### config.mk
export PLATFORM = sky130hd
export DESIGN_NAME = spi_slave_burst_sched_flat
export DESIGN_NICKNAME = d
export VERILOG_FILES = /design/src/rtl/spi_slave_burst_sched_if.sv /design/src/rtl/spi_slave_burst_sched.sv /design/src/flat_wrapper.sv
export SDC_FILE = /design/constraint.sdc
export NUM_CORES = 1
export LEC_CHECK = 0
export ABC_CLOCK_PERIOD_IN_PS = 4700
export BUFFER_PORTS_ARGS = -buffer_cell sky130_fd_sc_hd__buf_2
export CAP_MARGIN = 40
export CORE_UTILIZATION = 57
export DETAILED_ROUTE_END_ITERATION = 12
export GPL_TIMING_DRIVEN = 0
export HOLD_SLACK_MARGIN = 0.05
export PLACE_DENSITY = 0.9
export SETUP_SLACK_MARGIN = 0.4
export SLEW_MARGIN = 10
export SYNTH_ARGS = -nofsm -noshare
export SYNTH_HDL_FRONTEND = slang
export SYNTH_SLANG_ARGS = --single-unit
### constraint.sdc
create_clock -name axi_aclk -period 4.7 [get_ports axi_aclk]
set_input_delay 0.235 -clock axi_aclk [delete_from_list [all_inputs] [get_ports axi_aclk]]
set_output_delay 0.235 -clock axi_aclk [all_outputs]
set_load 0.005 [all_outputs]
### src/rtl/spi_slave_burst_sched_if.sv
// Command and burst-descriptor bundle between the SPI command path and the
// AXI address-channel burst scheduler.
interface spi_slave_burst_sched_if #(
  parameter int AXI_ADDR_WIDTH = 32
) ();
  logic                      cmd_valid;
  logic                      cmd_ready;
  logic [AXI_ADDR_WIDTH-1:0] cmd_addr;
  logic [15:0]               cmd_beats;
  logic                      cmd_rd_wr;
  logic                      abort;
  logic                      burst_valid;
  logic                      burst_ready;
  logic [AXI_ADDR_WIDTH-1:0] burst_addr;
  logic [7:0]                burst_len;
  logic                      burst_rd_wr;
  logic                      burst_last;
  logic                      done;
  logic                      busy;

  modport slave (
    input  cmd_valid, cmd_addr, cmd_beats, cmd_rd_wr, abort, burst_ready,
    output cmd_ready, burst_valid, burst_addr, burst_len, burst_rd_wr,
           burst_last, done, busy
  );

  modport master (
    output cmd_valid, cmd_addr, cmd_beats, cmd_rd_wr, abort, burst_ready,
    input  cmd_ready, burst_valid, burst_addr, burst_len, burst_rd_wr,
           burst_last, done, busy
  );
endinterface

### src/rtl/spi_slave_burst_sched.sv
// Splits one SPI transfer command into AXI INCR bursts of at most MAX_BURST
// beats that never cross a 4 KB page, issued one at a time over valid/ready.
module spi_slave_burst_sched #(
  parameter int AXI_ADDR_WIDTH = 32,
  parameter int AXI_DATA_WIDTH = 64,
  parameter int MAX_BURST      = 16
) (
  input  logic                  axi_aclk,
  input  logic                  axi_aresetn,
  spi_slave_burst_sched_if.slave bus
);

  localparam int BYTES      = AXI_DATA_WIDTH / 8;
  localparam int BYTE_SHIFT = $clog2(BYTES);
  localparam logic [AXI_ADDR_WIDTH-1:0] BEAT_MASK = AXI_ADDR_WIDTH'(BYTES - 1);

  typedef enum logic [1:0] {
    IDLE  = 2'd0,
    CALC  = 2'd1,
    ISSUE = 2'd2
  } state_t;

  state_t                    state_r;
  state_t                    state_nx_s;
  logic                      done_nx_s;

  logic [AXI_ADDR_WIDTH-1:0] addr_r;
  logic [15:0]               rem_r;
  logic                      rd_wr_r;
  logic [8:0]                n_r;
  logic                      abort_q_r;

  logic                      cmd_ready_r;
  logic                      busy_r;
  logic                      done_r;
  logic                      burst_valid_r;
  logic [AXI_ADDR_WIDTH-1:0] burst_addr_r;
  logic [7:0]                burst_len_r;
  logic                      burst_rd_wr_r;
  logic                      burst_last_r;

  logic                      cmd_hs_s;
  logic                      burst_hs_s;
  logic [12:0]               bound_bytes_s;
  logic [12:0]               to_bound_s;
  logic                      rem_lt_max_s;
  logic [8:0]                cap_s;
  logic [8:0]                n_s;
  logic                      last_s;
  logic [AXI_ADDR_WIDTH-1:0] addr_step_s;
  logic                      rem_spent_s;

  assign cmd_hs_s   = bus.cmd_valid & cmd_ready_r;
  assign burst_hs_s = burst_valid_r & bus.burst_ready;

  // Beats left before the 4 KB page ends; never zero since addr_r is beat aligned.
  assign bound_bytes_s = 13'd4096 - {1'b0, addr_r[11:0]};
  assign to_bound_s    = bound_bytes_s >> BYTE_SHIFT;
  assign rem_lt_max_s  = (rem_r < 16'(MAX_BURST));
  assign cap_s         = rem_lt_max_s ? rem_r[8:0] : 9'(MAX_BURST);
  assign n_s           = (to_bound_s < {4'd0, cap_s}) ? to_bound_s[8:0] : cap_s;
  assign last_s        = ({7'd0, n_s} == rem_r);

  assign addr_step_s = AXI_ADDR_WIDTH'(n_r) << BYTE_SHIFT;
  assign rem_spent_s = (rem_r == {7'd0, n_r});

  // Next-state and done-pulse decision
  always_comb begin
    state_nx_s = state_r;
    done_nx_s  = 1'b0;
    case (state_r)
      IDLE: begin
        if (cmd_hs_s) begin
          if (bus.abort || (bus.cmd_beats == 16'd0)) begin
            done_nx_s = 1'b1;
          end else begin
            state_nx_s = CALC;
          end
        end else begin
          state_nx_s = IDLE;
        end
      end
      CALC: begin
        if (bus.abort) begin
          state_nx_s = IDLE;
          done_nx_s  = 1'b1;
        end else begin
          state_nx_s = ISSUE;
        end
      end
      ISSUE: begin
        // An issued descriptor is never withdrawn; abort only takes effect after its handshake.
        if (burst_hs_s) begin
          if (rem_spent_s || abort_q_r || bus.abort) begin
            state_nx_s = IDLE;
            done_nx_s  = 1'b1;
          end else begin
            state_nx_s = CALC;
          end
        end else begin
          state_nx_s = ISSUE;
        end
      end
      default: begin
        state_nx_s = IDLE;
        done_nx_s  = 1'b0;
      end
    endcase
  end

  // State register and status outputs registered from the next state
  always_ff @(posedge axi_aclk or negedge axi_aresetn) begin
    if (!axi_aresetn) begin
      state_r       <= IDLE;
      cmd_ready_r   <= 1'b1;
      busy_r        <= 1'b0;
      done_r        <= 1'b0;
      burst_valid_r <= 1'b0;
    end else begin
      state_r       <= state_nx_s;
      cmd_ready_r   <= (state_nx_s == IDLE);
      busy_r        <= (state_nx_s != IDLE);
      done_r        <= done_nx_s;
      burst_valid_r <= (state_nx_s == ISSUE);
    end
  end

  // Abort seen while a descriptor is outstanding, held until that descriptor retires
  always_ff @(posedge axi_aclk or negedge axi_aresetn) begin
    if (!axi_aresetn) begin
      abort_q_r <= 1'b0;
    end else if ((state_r == ISSUE) && (state_nx_s == ISSUE)) begin
      abort_q_r <= abort_q_r | bus.abort;
    end else begin
      abort_q_r <= 1'b0;
    end
  end

  // Command progress: running address, remaining beats and direction
  always_ff @(posedge axi_aclk or negedge axi_aresetn) begin
    if (!axi_aresetn) begin
      addr_r  <= '0;
      rem_r   <= 16'd0;
      rd_wr_r <= 1'b0;
      n_r     <= 9'd0;
    end else if (cmd_hs_s) begin
      addr_r  <= bus.cmd_addr & ~BEAT_MASK;
      rem_r   <= bus.cmd_beats;
      rd_wr_r <= bus.cmd_rd_wr;
    end else if (state_r == CALC) begin
      n_r     <= n_s;
    end else if (burst_hs_s) begin
      addr_r  <= addr_r + addr_step_s;
      rem_r   <= rem_r - {7'd0, n_r};
    end
  end

  // Burst descriptor fields, loaded only when a burst is about to be offered
  always_ff @(posedge axi_aclk or negedge axi_aresetn) begin
    if (!axi_aresetn) begin
      burst_addr_r  <= '0;
      burst_len_r   <= 8'd0;
      burst_rd_wr_r <= 1'b0;
      burst_last_r  <= 1'b0;
    end else if ((state_r == CALC) && (state_nx_s == ISSUE)) begin
      burst_addr_r  <= addr_r;
      burst_len_r   <= 8'(n_s - 9'd1);
      burst_rd_wr_r <= rd_wr_r;
      burst_last_r  <= last_s;
    end
  end

  assign bus.cmd_ready   = cmd_ready_r;
  assign bus.busy        = busy_r;
  assign bus.done        = done_r;
  assign bus.burst_valid = burst_valid_r;
  assign bus.burst_addr  = burst_addr_r;
  assign bus.burst_len   = burst_len_r;
  assign bus.burst_rd_wr = burst_rd_wr_r;
  assign bus.burst_last  = burst_last_r;

endmodule

### src/flat_wrapper.sv
// flat-port wrapper written by rule: the top's interface ports become plain ports
module spi_slave_burst_sched_flat 
#(
  parameter int AXI_ADDR_WIDTH = 32,
  parameter int AXI_DATA_WIDTH = 64,
  parameter int MAX_BURST      = 16
)
  (axi_aclk, axi_aresetn, bus_cmd_valid, bus_cmd_addr, bus_cmd_beats, bus_cmd_rd_wr, bus_abort, bus_burst_ready, bus_cmd_ready, bus_burst_valid, bus_burst_addr, bus_burst_len, bus_burst_rd_wr, bus_burst_last, bus_done, bus_busy);
  spi_slave_burst_sched_if #(.AXI_ADDR_WIDTH(AXI_ADDR_WIDTH)) bus_i ();
  input  logic axi_aclk;
  input  logic axi_aresetn;
  input wire logic [$bits(bus_i.cmd_valid)-1:0] bus_cmd_valid;
  input wire logic [$bits(bus_i.cmd_addr)-1:0] bus_cmd_addr;
  input wire logic [$bits(bus_i.cmd_beats)-1:0] bus_cmd_beats;
  input wire logic [$bits(bus_i.cmd_rd_wr)-1:0] bus_cmd_rd_wr;
  input wire logic [$bits(bus_i.abort)-1:0] bus_abort;
  input wire logic [$bits(bus_i.burst_ready)-1:0] bus_burst_ready;
  output wire logic [$bits(bus_i.cmd_ready)-1:0] bus_cmd_ready;
  output wire logic [$bits(bus_i.burst_valid)-1:0] bus_burst_valid;
  output wire logic [$bits(bus_i.burst_addr)-1:0] bus_burst_addr;
  output wire logic [$bits(bus_i.burst_len)-1:0] bus_burst_len;
  output wire logic [$bits(bus_i.burst_rd_wr)-1:0] bus_burst_rd_wr;
  output wire logic [$bits(bus_i.burst_last)-1:0] bus_burst_last;
  output wire logic [$bits(bus_i.done)-1:0] bus_done;
  output wire logic [$bits(bus_i.busy)-1:0] bus_busy;
  assign bus_i.cmd_valid = bus_cmd_valid;
  assign bus_i.cmd_addr = bus_cmd_addr;
  assign bus_i.cmd_beats = bus_cmd_beats;
  assign bus_i.cmd_rd_wr = bus_cmd_rd_wr;
  assign bus_i.abort = bus_abort;
  assign bus_i.burst_ready = bus_burst_ready;
  assign bus_cmd_ready = bus_i.cmd_ready;
  assign bus_burst_valid = bus_i.burst_valid;
  assign bus_burst_addr = bus_i.burst_addr;
  assign bus_burst_len = bus_i.burst_len;
  assign bus_burst_rd_wr = bus_i.burst_rd_wr;
  assign bus_burst_last = bus_i.burst_last;
  assign bus_done = bus_i.done;
  assign bus_busy = bus_i.busy;
  spi_slave_burst_sched #(.AXI_ADDR_WIDTH(AXI_ADDR_WIDTH), .AXI_DATA_WIDTH(AXI_DATA_WIDTH), .MAX_BURST(MAX_BURST)) u_core (.axi_aclk(axi_aclk), .axi_aresetn(axi_aresetn), .bus(bus_i));
endmodule
# After elaboration in Yosys (flattened, before gate mapping)
# Cells that the tools add are included.
dict set report classes {
  addsub 4
  reduce_logical 12
  mul 0
  div 0
  n_mux 21
  magnitude_cmp 2
  eq_ne 6
  n_bitwise 4
  shifts 0
}
# op n
set ops {}
lappend ops {{32-bit two-way mux} 3}
lappend ops {{16-bit two-way mux} 3}
lappend ops {{32-bit by 12-bit adder with 32-bit output} 1}
lappend ops {{9-bit two-way mux} 2}
lappend ops {{16-bit by 9-bit equality test with 1-bit output} 1}
lappend ops {{9-bit by 16-bit equality test with 1-bit output} 1}
lappend ops {{16-bit zero test} 1}
lappend ops {{16-bit by 5-bit less-than comparator with 1-bit output, second input constant} 1}
lappend ops {{16-bit by 9-bit subtractor with 16-bit output} 1}
lappend ops {{13-bit by 12-bit subtractor with 13-bit output, first input constant} 1}
lappend ops {{10-bit by 9-bit less-than comparator with 1-bit output} 1}
lappend ops {{2-bit two-way mux} 4}
lappend ops {{8-bit by 1-bit subtractor with 8-bit output, second input constant} 1}
lappend ops {{1-bit two-way mux} 7}
lappend ops {{2-bit case mux with 3 select lines} 1}
lappend ops {{2-bit equality test, second input constant} 2}
lappend ops {{2-bit zero test} 2}
lappend ops {{2-bit AND reduction} 2}
lappend ops {{2-bit nonzero test} 2}
lappend ops {{1-bit logical OR} 3}
lappend ops {{1-bit case mux with 3 select lines} 1}
lappend ops {{1-bit AND} 2}
lappend ops {{2-bit by 1-bit equality test with 1-bit output, second input constant} 1}
lappend ops {{1-bit logical AND} 2}
lappend ops {{3 further kinds} 3}
dict set report totals {
  romBits 0
  mem_count 0
  out_inout_bits 46
  in_bits 54
  register_bits 107
  wordCells 63
  mem_bits_rw 0
  latchBits 0
}

# Logic depth before layout (Yosys ltp)
# Gate-level depths: netlist of the first run.
dict set report logic_depth {
  depth_word 9
  ltp_mapped 18
  depth_no_buf 16
}

# Worst setup path before layout of the first run
# Ideal clock, no wire load.
dict set report synth_timing {
  path_kind {reg2reg}
  startpoint {register u_core.rem_r[10]}
  endpoint {register u_core.burst_len_r[6] (netlist: u_core.bus.burst_len[6])}
  setup_time_ns 0.132
  synth_period_minus_slack_ns 3.700
  arrival_time_ns 3.568
  t_required_ns 4.568
  stages_incl_launch_ff 17
  slack_ns 1.000
  path_buffers 2
  path_cell_list {dfrtp_1 -> or4_4 -> nor4_4 -> clkbuf_1 -> nand2_1 -> ha_1 -> a21o_1 -> nand3_1 -> a21oi_1 -> a211oi_4 -> buf_6 -> nor2_1 -> a21oi_1 -> ha_1 -> a41oi_1 -> a31oi_1 -> o21ai_1}
}
dict set report synth_via {
  elab_chain_cells 8
  word_cells_on_any_way 13
  cone_classes {1 x add/sub; 2 x order compare; 2 x eq/ne; 5 x mux; 3 x reduce/logical}
}
# item line_no
set synth_lines {}
lappend synth_lines {{start: declaration} spi_slave_burst_sched.sv:28} ;# logic [15:0] rem_r;
lappend synth_lines {{start signal: assignment} spi_slave_burst_sched.sv:148} ;# rem_r <= bus.cmd_beats;
lappend synth_lines {{start signal: assignment} spi_slave_burst_sched.sv:154} ;# rem_r <= rem_r - {7'd0, n_r};
lappend synth_lines {{parallel branches: the longest is 8 deep, another holds 16-bit by 5-bit less-than comparator with 1-bit output} n/a}
lappend synth_lines {{end signal: assignment} spi_slave_burst_sched.sv:167} ;# burst_len_r <= 8'(n_s - 9'd1);
lappend synth_lines {{end: declaration} spi_slave_burst_sched.sv:38} ;# logic [7:0] burst_len_r;
# Several ways; the timed one is not identified.
# A chain may end at the register's enable or synchronous reset.

# Final worst setup path of the first run
dict set report layout_timing {
  startpoint {register u_core.addr_r[3]}
  endpoint {register u_core.burst_len_r[2] (netlist: u_core.bus.burst_len[2])}
}
dict set report layout_via {
  elab_chain_cells 4
}
# item line_no
set layout_lines {}
lappend layout_lines {{start: declaration} spi_slave_burst_sched.sv:27} ;# logic [AXI_ADDR_WIDTH-1:0] addr_r;
lappend layout_lines {{start signal: assignment} spi_slave_burst_sched.sv:147} ;# addr_r <= bus.cmd_addr & ~BEAT_MASK;
lappend layout_lines {{start signal: assignment} spi_slave_burst_sched.sv:153} ;# addr_r <= addr_r + addr_step_s;
lappend layout_lines {{13-bit by 12-bit subtractor with 13-bit output *} spi_slave_burst_sched.sv:57} ;# assign bound_bytes_s = 13'd4096 - {1'b0, addr_r[11:0]};
lappend layout_lines {{10-bit by 9-bit less-than comparator with 1-bit output} spi_slave_burst_sched.sv:61} ;# assign n_s = (to_bound_s < {4'd0, cap_s}) ? to_bound_s[8:0] : cap_s;
lappend layout_lines {{9-bit two-way mux *} spi_slave_burst_sched.sv:61}
lappend layout_lines {{8-bit by 1-bit subtractor with 8-bit output *} spi_slave_burst_sched.sv:167}
# Mark *: on every way between the ends. The rest lies on a longest branch, timed or not.

==> key figures, run 1 <==
Routing
  • Detailed Routing Iterations Pass 1: 6
  • Total number of vias: 5555
  • DR vias/cell: 5.72
  • Post-route antenna net violation count: 0
  • DRC: 0
  • DRT iter0 DRCs: 458
  • Drt total wl: 15.7 mm
  • Wire per inst: 16.2 µm

Synthesis
  • Commonest register cell after synthesis: dfrtp_1
  • Yosys warning count: 0
  • EDFF count, synth: 0
  • Register area share after synthesis: 42.2%
  • Synth Cell Area: 5990 µm²
  • Most frequent cell after synthesis: nand2_1
  • Synth Area per Inst: 8.34 µm²
  • Netlist cell types: 59
  • Top post-synthesis cells by count: 195 x nand2_1, 100 x dfrtp_1, 59 x o21ai_0
  • Syn Inst Count: 718
  • Main area contributors after synthesis: dfrtp_1 42%, nand2_1 12%, ha_1 6.1%
  • Register bit total from synthesis: 101
  • Fraction of post-synthesis cell area in the top cell type by area: 41.8%
  • Post-synthesis async set-or-reset flop share: 100%
  • Area leader, netlist: dfrtp_1

Clock tree
  • Sink Count: 101
  • H-tree levels: 3
  • Longest Clk Path Bufs: 2
  • CTS tree: done
  • Clock latency on the worst-skew pair: 0.37 ns
  • Reg clk slew, reported paths: 0.10 ns
  • Clock root buffer: clkbuf_8
  • TritonCTS buffer count: 9

Job
  • Maxcap violations: 0

Critical path
  • Worst setup path class: register to register
  • Register-to-Register Path Depth: 18
  • Critical path endpoint category: register
  • Buf/Inv on CP: 4
  • Worst EP arrival: 4.37 ns
  • Crit-path cells: clkbuf_1 -> inv_1 -> ha_1 -> nor3b_2 -> nor3b_2 -> xnor2_2 -> ha_1 -> a21o_1 -> a21oi_1 -> o31ai_1 -> a211oi_4 -> buf_6 -> buf_4 -> a21oi_1 -> ha_1 -> xnor2_1 -> nand2_1 -> nand2_1
  • Crit path max fanout: 10
  • Worst path top cell family by delay: buffers and inverters
  • Req. time, crit path: 5.01 ns
  • Crit path largest cell delay: 0.36 ns
  • Worst path slowest cell: dfrtp_1
  • CP startpoint kind: register
  • Critical Path Stages: 18
  • Most frequent cell on the critical path: ha_1

Floorplan
  • Die ar.: 10900 µm²
  • Core area: 10200 µm²
  • Starting Density: 58.5%
  • Die Wd: 104 µm
  • Top-Level Pins: 100
  • Num rows: 37
  • Die Y: 104 µm

STA
  • Worst Max-Slew Pin Slew: 0.750 ns
  • # setup viols final: 0
  • Total negative setup slack: 0 ns
  • Final min period: 4.06 ns
  • Slew margin rel.: 49.5%
  • Final hold vios: 0
  • FMAX: 0.246 GHz
  • Pins Over Slew Limit: 0
  • RSZ-0062 raised after global routing: no
  • Setup Skew: 0.0102 ns
  • Period utilisation layout: 86.4%

Layout
  • Post-layout util: 67.4%
  • Layout cells sized above 1: 16.0%
  • Area growth from synthesis to layout: 15.2%
  • Final #Nets: 915
  • Antenna diodes: 0

Global route
  • Pin count of the biggest net entering global routing: 61
  • First-pass GRT wire length: 25.5 mm
  • Vias in the first global route: 5233
  • Initial antenna violation count: 0
  • Overall Global Routing Usage: 29.8%
  • GRT overflow: 0

Hold path
  • Worst hold path cell count: 3
  • Hold Crit Class: input port to register

Placed design
  • DP Wirelength: 11.6 mm
  • GP Congestion: 0.912
  • Port Buf Inserts: 93

Power and ir drop
  • Maximum vdd drop: 312 µV
  • Power, Total: 4800 µW
  • Pwr Density: 696 nW/µm²
  • Leak: 0.00324 µW

Outcome
  • Status: complete, no violations
-- what timing repair did --
action	CTS	global route
hold buffers	1	0
pin swaps	1	0
endpoints found under the setup margin	3	3
buffers inserted	1	0
hold endpoints to repair	41	0
gates cloned	0	0
resized for setup	2	4
-- metrics by stage --
step                instances  hold WS (ns)  instance area, µm²  worst slack (ns)
floorplan                 723       -0.0606                6010              1.00
global placement          952         0.428                6640             0.242
detailed placement        953         0.259                6670             0.189
CTS                       971        0.0546                6870             0.569
global route              971        0.0568                6900             0.408
finish                    971        0.0570                6900             0.640
-- layout make-up --
type | instances | area [µm²]
inverters | 22 | 82.6
multi-input cells | 568 | 3280
repair buffers | 96 | 513
well taps | 136 | 170
fillers | 879 | 3340
flip-flops and latches | 101 | 2530
clock buffers | 10 | 128
plain buffers | 32 | 145
clock inverters | 6 | 51.3
-- power by group --
part / leakage [µW] / switching [µW] / internal (µW)
combinational: 0.00189 / 1550 / 1070
sequential: 0.00126 / 407 / 1250
clock: 0.0000883 / 321 / 202
-- kinds of logic after synthesis --
logic type                 share of synthesized area [%]
AOI/OAI and AO/OA                                   14.8
DFF                                                 42.2
xor gates and xnor gates                            6.88
buffers and inverters                               3.78
adders and majority gates                           6.73
other                                              0.125
and+or+nand+nor                                     24.6
muxes                                              0.899
-- layer usage --
metal | GRT usage, % | routed length, µm
met1 | 42.0 | 6870
met4 | 11.3 | 353
met3 | 4.20 | 1230
met5 | 0 | 0
met2 | 46.9 | 7270
-- flip-flops by register name (all words and copies together) (netlist names), 2 cells and up --
register	flops
u_core.addr_r	29
u_core.bus.burst_addr	29
u_core.state_r	2
u_core.n_r	9
u_core.bus.burst_len	8
u_core.rem_r	16
-- path summary, 6_finish.rpt --
kind,start,to,slack [ns]
max in group asynchronous,axi_aresetn,u_core.bus.cmd_ready,3.60
hold reg to reg,u_core.bus.burst_len[7],u_core.bus.burst_len[7],0.48
setup / recovery,u_core.addr_r[3],u_core.bus.burst_len[2],0.64
hold / removal,bus_cmd_rd_wr,u_core.rd_wr_r,0.06
setup reg to reg,u_core.addr_r[3],u_core.bus.burst_len[2],0.64
min in group asynchronous,axi_aresetn,u_core.bus.burst_len[4],0.38
-- worst reg2reg max path: stages (launching register included) --
cell and delay, ns:
dfrtp_1 0.36, clkbuf_1 0.35, inv_1 0.15, ha_1 0.24, nor3b_2 0.18, nor3b_2 0.19
xnor2_2 0.22, ha_1 0.24, a21o_1 0.17, a21oi_1 0.15, o31ai_1 0.16, a211oi_4 0.28
buf_6 0.18, buf_4 0.19, a21oi_1 0.11, ha_1 0.29, xnor2_1 0.36, nand2_1 0.10
nand2_1 0.09
-- cell usage in the layout, fill, tap and decap left out, types with 5 or more instances in the layout --
cell and count:
nand2_1 195, dfrtp_1 100, buf_2 93, o21ai_0 59, nor2_1 43, a21oi_1 30
ha_1 29, xor2_1 27, clkbuf_1 25, nand3_1 23, inv_1 22, xnor2_1 19
nor3_1 18, nor4_1 11, o21a_1 10, nand4_1 9, clkbuf_8 9, a211oi_1 7
nor2b_1 7, conb_1 7, buf_4 6, or3_1 5
(Power assumes the default switching activity.)
==> run 2: changes to the inputs <==
--- a/config.mk
+++ b/config.mk
@@ -8,7 +8,9 @@
 export ABC_CLOCK_PERIOD_IN_PS = 4700
 export BUFFER_PORTS_ARGS = -buffer_cell sky130_fd_sc_hd__buf_2
 export CAP_MARGIN = 40
-export CORE_UTILIZATION = 57
+export CELL_PAD_IN_SITES_DETAIL_PLACEMENT = 2
+export CELL_PAD_IN_SITES_GLOBAL_PLACEMENT = 2
+export CORE_UTILIZATION = 34
 export DETAILED_ROUTE_END_ITERATION = 12
 export GPL_TIMING_DRIVEN = 0
 export HOLD_SLACK_MARGIN = 0.05
==> key figures, run 2 (same netlist as run 1, synthesis figures left out) <==
Clock tree
  • Reg clk slew, reported paths: 0.07 ns (was 0.10 ns)
  • Clock latency on the worst-skew pair: 0.37 ns (about the same)
  • H-tree levels: 3 (unchanged)
  • Longest Clk Path Bufs: 2 (unchanged)
  • TritonCTS buffer count: 9 (unchanged)
  • CTS tree: done (unchanged)
  • Clock root buffer: clkbuf_16 (was clkbuf_8)
  • Sink Count: 101 (unchanged)

STA
  • Setup Skew: 0.0110 ns (was 0.0102 ns)
  • Final min period: 4.13 ns (was 4.06 ns)
  • Pins Over Slew Limit: 0 (unchanged)
  • Worst Max-Slew Pin Slew: 0.729 ns (was 0.750 ns)
  • Slew margin rel.: 51.4% (was 49.5%)
  • Period utilisation layout: 87.9% (was 86.4%)
  • Fin worst setup slack: 0.570 ns (was 0.640 ns)
  • # setup viols final: 0 (unchanged)
  • FMAX: 0.242 GHz (was 0.246 GHz)
  • Total negative setup slack: 0 ns (unchanged)
  • RSZ-0062 raised after global routing: no (unchanged)
  • Final hold vios: 0 (unchanged)

Floorplan
  • Die ar.: 18100 µm² (was 10900 µm²)
  • Die Y: 135 µm (was 104 µm)
  • Core area: 17200 µm² (was 10200 µm²)
  • Die Wd: 135 µm (was 104 µm)
  • Starting Density: 34.7% (was 58.5%)
  • Top-Level Pins: 100 (unchanged)
  • Num rows: 48 (was 37)

Power and ir drop
  • Switch Pwr: 2540 µW (was 2280 µW)
  • Flop pwr share: 31.7% (was 34.4%)
  • Maximum vdd drop: 251 µV (was 312 µV)
  • Switching share of total power: 47.2% (was 47.4%)
  • Leak: 0.00332 µW (was 0.00324 µW)
  • Int Power: 2850 µW (was 2520 µW)
  • Clk pwr share: 15.8% (was 10.9%)
  • Pwr Density: 750 nW/µm² (was 696 nW/µm²)
  • Comb pwr share: 52.6% (was 54.7%)

Global route
  • Pin count of the biggest net entering global routing: 55 (was 61)
  • Overall Global Routing Usage: 25.6% (was 29.8%)
  • Initial antenna violation count: 1 (was 0)
  • First-pass GRT wire length: 35.2 mm (was 25.5 mm)
  • Vias in the first global route: 6357 (was 5233)
  • GRT overflow: 0 (unchanged)

Routing
  • Drt total wl: 22.3 mm (was 15.7 mm)
  • DRC: 0 (unchanged)
  • DRT iter0 DRCs: 185 (was 458)
  • Wire per inst: 21.0 µm (was 16.2 µm)
  • Detailed Routing Iterations Pass 1: 4 (was 6)
  • Post-route antenna net violation count: 0 (unchanged)
  • Total number of vias: 5711 (was 5555)
  • DR vias/cell: 5.38 (was 5.72)

Critical path
  • Worst EP arrival: 4.43 ns (was 4.37 ns)
  • Worst setup path class: register to register (unchanged)
  • CP startpoint kind: register (unchanged)
  • Critical path endpoint category: register (unchanged)
  • Req. time, crit path: 5.00 ns (was 5.01 ns)
  • Crit path max fanout: 10 (unchanged)

Layout
  • Area growth from synthesis to layout: 20.0% (was 15.2%)
  • Most frequent cells in the layout: 195 x nand2_1, 100 x dfrtp_1, 93 x buf_2 (unchanged)
  • Commonest non-fill, non-tap cell in the layout: nand2_1 (unchanged)
  • Filler instances: 1955 (was 879)
  • Final #Nets: 915 (unchanged)
  • Layout cells sized above 1: 16.3% (was 16.0%)

Hold path
  • Hold Crit Class: input port to register (unchanged)

Placed design
  • DP Worst Slack: 0.0563 ns (was 0.189 ns)
  • GP Congestion: 0.844 (was 0.912)
  • Port Buf Inserts: 93 (unchanged)
  • DP Wirelength: 16.6 mm (was 11.6 mm)

Job
  • Maxcap violations: 0 (unchanged)

Outcome
  • Status: complete, no violations (unchanged)
## run 2: changes by cell type in the layout (fill, tap and decap cells not counted), sizes merged
cell    previous run  this run
bufinv             0         2
clkbuf            35        38
clkinv             1         0
diode              0         1
inv               26        22
## run 2: final timing paths
| kind | startpoint | end | slack, ns | cells after the start |
|---|---|---|---|---|
| worst min-delay path | bus_cmd_addr[26] | u_core.addr_r[26] | 0.07 | 3 |
| min in group asynchronous | axi_aresetn | u_core.bus.burst_len[1] | 0.37 | 2 |
| worst min register to register | u_core.bus.burst_addr[18] | u_core.bus.burst_addr[18] | 0.48 | 2 |
| worst max register to register | u_core.addr_r[3] | u_core.bus.burst_len[2] | 0.57 | 18 |
| max in group asynchronous | axi_aresetn | u_core.bus.cmd_ready | 3.62 | 3 |
| worst max-delay path | u_core.addr_r[3] | u_core.bus.burst_len[2] | 0.57 | 18 |
## run 2: power groups by stage
stage          clock [µW]  combinational, µW  sequential (µW)
2_1_floorplan           0               1830             1560
3_3_place_gp            0               2550             1660
3_5_place_dp            0               2730             1700
4_1_cts               862               2820             1690
5_1_grt               891               3150             1750
6_report              849               2830             1710
## run 2: worst max-delay path, cell delays in order, from the launching register on
cell and delay [ns]:
dfrtp_1 0.38, clkbuf_2 0.20, inv_1 0.15, ha_1 0.21, nor3b_2 0.32, nor3b_2 0.29, xnor2_2 0.16, ha_1 0.24
a21o_1 0.19, a21oi_1 0.17, o31ai_1 0.13, a211oi_4 0.29, buf_6 0.20, nor2_1 0.05, a21oi_1 0.28, ha_1 0.36
xnor2_2 0.19, nand2_1 0.13, nand2_1 0.13
## run 2: through the flow
| step | std cells | utilization (%) | power (µW) | cell area, µm² | hold slack [ns] |
|---|---|---|---|---|---|
| floorplan | 723 | - | 3390 | 6010 | -0.0606 |
| global placement | 1041 | 39.2 | 4210 | 6750 | 0.435 |
| detailed placement | 1042 | 39.4 | 4420 | 6790 | 0.211 |
| CTS | 1060 | 41.5 | 5370 | 7150 | 0.0726 |
| global route | 1060 | 41.7 | 5790 | 7180 | 0.104 |
| finish | 1061 | 41.7 | 5390 | 7180 | 0.0719 |
## run 2: cell type report
cell class | instances | area, µm² | share of cell area (%)
timing repair buffer | 96 | 517 | 7.19
sequential | 101 | 2530 | 35.2
clock inverter | 3 | 67.6 | 0.940
clock buffer | 13 | 260 | 3.62
buffer | 32 | 149 | 2.07
antenna | 1 | 2.50 | 0.0348
tap | 225 | 282 | 3.92
multi-input combinational | 568 | 3300 | 45.9
inverter | 22 | 82.6 | 1.15
## run 2: repair_timing
action	in CTS	in global routing
endpoints found under the setup margin	4	3
buffers inserted	1	0
endpoints found under the hold margin	47	0
hold buffers	1	0
pin swaps	1	1
gates cloned	0	0
gates resized for setup	4	8
## run 2: metal layers
layer | global-route usage (%) | share of wire (%)
met1 | 31.7 | 44
met2 | 45.3 | 51
met3 | 3.87 | 3.4
met4 | 8.74 | 1.8
met5 | 0 | 0
